**src/rtl/add_digit_serial.sv**
```systemverilog
// -----------------------------------------------------------------------------
// add_digit_serial
//   Multi-cycle digit-serial binary adder: S = A + B + CI, computed `digit`
//   bits per cycle, least-significant digit first. A word takes
//   n = width/digit compute cycles. An operand port and a result port sit on
//   either side of the adder.
//
//   Handshake: a transfer happens on a rising clk_i edge where valid and ready
//   are both high. The producer holds valid until that edge. The ready side
//   never depends combinationally on valid. in_ready_o is high only in IDLE.
//   out_valid_o is high only in DONE, and S/CO/V are held stable while it is
//   high.
//
// Parameters
//   width  operand/result word width (>= 1)
//   digit  bits added per cycle (1..width, must divide width)
//
// Ports
//   clk_i        clock, all state on rising edge
//   rst_ni       asynchronous active-low reset
//   in_valid_i   operands A, B, CI valid
//   in_ready_o   block can accept operands (IDLE)
//   A, B         operands (unsigned or two's complement)
//   CI           carry in
//   out_valid_o  S, CO, V valid (DONE)
//   out_ready_i  consumer accepts result
//   S            registered sum bits
//   CO           carry out of bit width-1
//   V            two's-complement overflow (carry into MSB xor CO)
//   dbg_state_o  current FSM state, for observation only
// -----------------------------------------------------------------------------
module add_digit_serial #(
  parameter int width = 8,
  parameter int digit = 2
) (
  input  logic             clk_i,
  input  logic             rst_ni,
  input  logic             in_valid_i,
  output logic             in_ready_o,
  input  logic [width-1:0] A,
  input  logic [width-1:0] B,
  input  logic             CI,
  output logic             out_valid_o,
  input  logic             out_ready_i,
  output logic [width-1:0] S,
  output logic             CO,
  output logic             V,
  output logic [1:0]       dbg_state_o
);

  localparam int n     = width / digit;
  localparam int cnt_w = (n > 1) ? $clog2(n) : 1;
  localparam logic [cnt_w-1:0] last_cnt = cnt_w'(n - 1);

  if (digit < 1 || digit > width || (width % digit) != 0) begin : g_bad_params
    $error("add_digit_serial: digit must be in 1..width and divide width");
  end

  typedef enum logic [1:0] {
    IDLE = 2'd0,
    BUSY = 2'd1,
    DONE = 2'd2
  } state_t;

  state_t             state;
  logic [width-1:0]   a_q;
  logic [width-1:0]   b_q;
  logic               carry_q;
  logic [cnt_w-1:0]   cnt_q;

  logic [digit-1:0]   a_d;
  logic [digit-1:0]   b_d;
  logic [digit:0]     d_full;
  logic [digit-1:0]   d_sum;
  logic               d_co;
  logic               d_c_msb;
  logic               last;

  // One digit of ripple addition on the current slice of the captured operands.
  always_comb begin
    a_d     = a_q[int'(cnt_q)*digit +: digit];
    b_d     = b_q[int'(cnt_q)*digit +: digit];
    d_full  = {1'b0, a_d} + {1'b0, b_d} + {{digit{1'b0}}, carry_q};
    d_sum   = d_full[digit-1:0];
    d_co    = d_full[digit];
    // The carry into the top bit of the digit is recovered from the sum bit.
    // In the last digit this is the carry into bit width-1.
    d_c_msb = d_sum[digit-1] ^ a_d[digit-1] ^ b_d[digit-1];
    last    = (cnt_q == last_cnt);
  end

  always_ff @(posedge clk_i or negedge rst_ni) begin
    if (!rst_ni) begin
      state   <= IDLE;
      a_q     <= '0;
      b_q     <= '0;
      carry_q <= 1'b0;
      cnt_q   <= '0;
      S       <= '0;
      CO      <= 1'b0;
      V       <= 1'b0;
    end else begin
      case (state)
        IDLE: begin
          if (in_valid_i) begin
            a_q     <= A;
            b_q     <= B;
            carry_q <= CI;
            cnt_q   <= '0;
            state   <= BUSY;
          end
        end
        BUSY: begin
          // Write only the digit just computed. Higher digits keep their old
          // value until their turn comes.
          S[int'(cnt_q)*digit +: digit] <= d_sum;
          carry_q <= d_co;
          if (last) begin
            CO    <= d_co;
            V     <= d_c_msb ^ d_co;
            cnt_q <= '0;
            state <= DONE;
          end else begin
            cnt_q <= cnt_q + 1'b1;
          end
        end
        DONE: begin
          if (out_ready_i) begin
            state <= IDLE;
          end
        end
        default: state <= IDLE;
      endcase
    end
  end

  assign in_ready_o  = (state == IDLE);
  assign out_valid_o = (state == DONE);
  assign dbg_state_o = state;

endmodule

```
**config.mk**
```make
export PLATFORM = sky130hd
export DESIGN_NAME = add_digit_serial
export DESIGN_NICKNAME = d
export VERILOG_FILES = /design/src/rtl/add_digit_serial.sv
export SDC_FILE = /design/constraint.sdc
export NUM_CORES = 1
export LEC_CHECK = 0
export CAP_MARGIN = 20
export CORE_UTILIZATION = 44
export DETAILED_ROUTE_END_ITERATION = 6
export GPL_ROUTABILITY_DRIVEN = 0
export PLACE_DENSITY = 0.72
export SYNTH_ARGS = -nofsm -noshare
export SYNTH_HDL_FRONTEND = slang
export SYNTH_SLANG_ARGS = --single-unit
```
**constraint.sdc**
```tcl
create_clock -name clk_i -period 2.6 [get_ports clk_i]
set_input_delay 0.39 -clock clk_i [delete_from_list [all_inputs] [get_ports clk_i]]
set_output_delay 0.39 -clock clk_i [all_outputs]
set_load 0.1 [all_outputs]
```
==> out/results.txt, run 1 <==
peak fanout along the critical path: 4
total grt overflow: 0
most area-consuming cells after synthesis: dfrtp_1 51%, mux2_2 13%, mux4_1 5.2%
final hold violation count: 0
die height: 60.8 um
Distinct cells, synth: 28
critical path capture point type: register
warnings from Yosys: 0
#FFs+latches synth: 31
slowest cell on the critical path: fa_1
layout overhead on the synthesized area: 28.0%
Avg Inst Size Synth: 14.0 um^2
RR Endpoint: V
wire length of the first global-routing pass: 4440 um
proportion of layout cells with a drive suffix above 1: 0.333
Placed Area: 1900 um^2
Setup Viol. Count Final: 0
CTS max path bufs: 2
CTS tree: done
Ports: 35
fillers: 262
DRT iter0 DRCs: 25
die area: 3700 um^2
Final Cell Area: 1950 um^2
post-DR wirelength/cell: 14.4 um
largest net degree at the start of global routing: 32
min cycle time layout: 2.48 ns
Overall Global Routing Usage: 0.173
Post-CTS Setup Bufs: 0
storage element area: 777 um^2
Worst EP required: 2.85 ns
critical path arrival: 2.72 ns
Post-Synthesis Cells: 109
status: finished, final reports clean
register area share after synthesis: 0.510
I/O Buffers: 34
DRC viols: 0
Clock Skews: 0.00541 ns
Worst Tran Pin Value: 0.493 ns
Post-Route WL: 2800 um
reg2reg path depth: 6
CTS resizes: 0
Via-to-Cell Ratio: 5.30
Max stage delay on crit path: 0.55 ns
class of the worst hold path: in2async
Pins Over Slew Limit: 0
vias in the first global route: 960
max_slew headroom: 0.667
Fmax achieved: 0.404 GHz
multi-input gate area in the final layout: 708 um^2
DR pass1 iterations: 6
root buf cell: clkbuf_4
CP Cell Sequence: mux4_2, fa_2, fa_1, xor2_1, xnor3_1, o21ai_1
dpl hpwl: 2130 um
Post-DRT Antenna Nets: 0
Synth Cell Area: 1520 um^2
die width: 60.8 um
clk_lat worst skew: 0.32 ns
kind of critical path: reg2reg
Setup crit start kind: register
commonest non-fill, non-tap cell in the layout: dfrtp_1
total number of vias: 1028
r2r setup slk: 0.12 ns
Yosys top cell area share: 0.510
antenna violations before repair: 0
Post-CTS Hold Buffers: 0
Syn Nets: 138
Num CTS Buffers: 5
RSZ-0062 raised after global routing: no
Max Cap Viol: 0
Critical R2R Launch: cnt_q[0]
H-tree depth: 2
Rows: 20
most frequent cells in the layout: 30 x dfrtp_1, 20 x clkdlybuf4s50_1, 20 x buf_4
clock sink count: 31
final worst-path cycle share: 0.952
Yosys top cell by area: dfrtp_1
core area: 3180 um^2
Initial Utilization: 0.479
Reg clk slew, reported paths: 0.09 ns
number of nets in the finished design: 180
ant diodes: 0
registers in the layout (all words and copies together) (netlist names):
register / flops
CO: 1
cnt_q: 2
S: 8
carry_q: 1
a_q: 8
dbg_state_o: 2
b_q: 8
V: 1
logic make-up after synthesis:
kind of cell / count (synthesis) / share of synthesized area
simple gates: 22 / 0.0872
xor+xnor: 2 / 0.0206
buf+inv: 9 / 0.0296
flops: 31 / 0.510
fa+ha+maj: 8 / 0.0757
mux: 22 / 0.199
compound gates: 15 / 0.0781
metrics by stage:
step	std cells	hold WS (ns)	setup slack [ns]	setup TNS, ns	util
after floorplan	109	0.0944	-0.0143	-0.0143	-
after global placement	188	0.471	0.128	0	0.598
after detailed placement	188	0.469	0.0371	0	0.598
after CTS	194	0.451	0.0223	0	0.611
after global routing	194	0.468	0.0410	0	0.613
final	194	0.456	0.125	0	0.613
final cells by class:
cell class                      instances  share of cell area
Multi-Input combinational cell         69               0.364
Timing Repair Buffer                   40               0.180
Clock buffer                            6              0.0212
Tap cell                               44              0.0283
Inverter                                4             0.00771
Sequential cell                        31               0.399
synth_stat cells:
cell / instances
nor4b_1: 2
a221o_1: 1
nand2b_1: 2
ha_1: 6
a22o_1: 7
a21oi_1: 1
mux4_2: 1
nand3b_1: 8
mux4_1: 3
nor2b_1: 1
nand2_1: 3
buf_2: 3
clkbuf_1: 1
nor2_1: 5
a22o_2: 1
mux2_2: 17
o21bai_1: 1
xnor3_1: 1
mux2i_1: 1
and2_1: 1
o21ai_1: 1
dfrtp_1: 31
inv_1: 4
o31ai_1: 2
fa_1: 2
xor2_1: 1
o21ai_0: 1
buf_6: 1
how the worst max path moves through the flow:
stage | slack [ns] | to | from | cells past startpoint
6_report | 0.12 | V | cnt_q[0] | 6
5_1_grt | 0.04 | V | cnt_q[0] | 6
4_1_cts | 0.02 | V | cnt_q[0] | 6
3_5_place_dp | 0.04 | V | cnt_q[0] | 6
3_3_place_gp | 0.13 | V | cnt_q[0] | 6
2_1_floorplan | -0.01 | V | cnt_q[0] | 7
critical path: cells and delay by family, from the launching register on:
kind                       cells  cell delay, ns
AOI/OAI and AO/OA              1            0.12
xor gates and xnor gates       2            0.42
adders and majority gates      2            0.92
DFF                            1            0.41
muxes                          1            0.53
per-layer routing:
metal	vias up	GRT usage	part of all wire
li1	483	-	-
met1	511	0.194	0.44
met2	30	0.298	0.51
met3	4	0.0768	0.052
met4	0	0.0487	0.0039
met5	-	0	0
Power of run 1 is left out: the tool's default activity adds up to more than one toggle a clock period on the data nets, which glitch-free logic cannot reach.
==> inputs of run 2 (changes only) <==
--- a/config.mk
+++ b/config.mk
@@ -6,6 +6,7 @@
 export NUM_CORES = 1
 export LEC_CHECK = 0
 export CAP_MARGIN = 20
+export CORE_MARGIN = 2
 export CORE_UTILIZATION = 44
 export DETAILED_ROUTE_END_ITERATION = 6
 export GPL_ROUTABILITY_DRIVEN = 0
==> out/results.txt, run 2 (synthesis results as in run 1) <==
vias in the first global route: 1047
CTS max path bufs: 2
kind of critical path: reg2reg
layout overhead on the synthesized area: 28.8%
H-tree depth: 2
most frequent cells in the layout: 30 x dfrtp_1, 20 x clkdlybuf4s50_1, 20 x buf_4
critical path capture point type: register
DRT iter0 DRCs: 65
Reg clk slew, reported paths: 0.09 ns
ant diodes: 0
Post-Route WL: 2830 um
core area: 3340 um^2
peak fanout along the critical path: 4
status: finished, final reports clean
Max stage delay on crit path: 0.58 ns
final hold violation count: 0
proportion of layout cells with a drive suffix above 1: 0.338
Num CTS Buffers: 5
root buf cell: clkbuf_4
reg2reg path depth: 6
r2r setup slk: 0.08 ns
die width: 62.8 um
critical path arrival: 2.78 ns
DR pass1 iterations: 4
Setup crit end: V
max_slew headroom: 0.711
Setup crit start kind: register
Pins Over Slew Limit: 0
Worst Tran Pin Value: 0.428 ns
commonest non-fill, non-tap cell in the layout: dfrtp_1
Worst EP required: 2.86 ns
final worst-path cycle share: 0.968
largest net degree at the start of global routing: 32
Overall Global Routing Usage: 0.161
Setup Viol. Count Final: 0
Rows: 21
CP delay by family, top: adder cells
post-DR wirelength/cell: 14.4 um
total grt overflow: 0
Max Cap Viol: 0
die area: 3940 um^2
RR Endpoint: V
crit path from: cnt_q[0]
CP Cell Sequence: mux4_2, fa_2, fa_1, xor2_1, xnor3_1, o21ai_1
min cycle time layout: 2.52 ns
clk_lat worst skew: 0.33 ns
critical path depth: 6
die height: 62.8 um
dpl hpwl: 2180 um
Clock Skews: 0.00826 ns
clock sink count: 31
Post-DRT Antenna Nets: 0
class of the worst hold path: in2async
Ports: 35
CTS tree: done
number of nets in the finished design: 180
wire length of the first global-routing pass: 4810 um
fin util: 0.587
setup TNS: 0 ns
I/O Buffers: 34
Initial Utilization: 0.456
antenna violations before repair: 0
CP bufs+invs: 0
RSZ-0062 raised after global routing: no
DRC viols: 0
Largest regs: S x8, a_q x8, b_q x8
Fmax achieved: 0.397 GHz
Via-to-Cell Ratio: 5.20
Critical R2R Launch: cnt_q[0]
slowest cell on the critical path: fa_1
total number of vias: 1024
[run 2: worst min path at each step]
| stage | to | depth (start not counted) | slack, ns |
|---|---|---|---|
| after floorplan | CO | 0 | 0.09 |
| after global placement | S[6] | 2 | 0.46 |
| after detailed placement | S[7] | 2 | 0.48 |
| after CTS | S[3] | 2 | 0.46 |
| after global routing | S[3] | 2 | 0.48 |
| final | S[3] | 2 | 0.44 |
[run 2: worst register-to-register path: cells and delay by family (launching register included)]
| kind | cells | cell delay, ns |
|---|---|---|
| AO/OA/AOI/OAI | 1 | 0.12 |
| adder cells (fa/ha/maj) | 2 | 0.96 |
| multiplexers | 1 | 0.53 |
| XOR/XNOR | 2 | 0.42 |
| flip-flops | 1 | 0.43 |
[run 2: metal layers]
metal  vias to the layer above  GRT usage  share of wire  wire, um
li1                        480          -              -         -
met1                       509      0.191           0.40      1150
met2                        30      0.269           0.53      1490
met3                         5     0.0523          0.054       152
met4                         0     0.0667          0.014        41
met5                         -          0              0         0
[run 2: timing repair]
item | in CTS | in global routing
gates resized for setup | 0 | 1
endpoints found under the setup margin | 0 | 3
setup buffers | 0 | 0
hold buffers | 0 | 0
[run 2: final cells by class]
cell class / instances / area (um^2)
inverter: 4 / 15.0
multi-input combinational: 69 / 703
clock inverter: 1 / 5.00
timing repair buffer: 40 / 350
sequential: 31 / 777
tap: 46 / 57.6
clock buffer: 6 / 51.3
fill: 296 / 1380
[run 2: stage by stage]
step / hold WS [ns] / area, um^2 / setup WS (ns) / instances
global placement: 0.462 / 1900 / 0.132 / 190
CTS: 0.456 / 1960 / 0.0247 / 197
global route: 0.478 / 1960 / 0.00576 / 197
floorplan: 0.0944 / 1520 / -0.0143 / 109
finish: 0.438 / 1960 / 0.0840 / 197
detailed placement: 0.475 / 1900 / 0.0557 / 190
Power of run 2 is left out for the same reason.
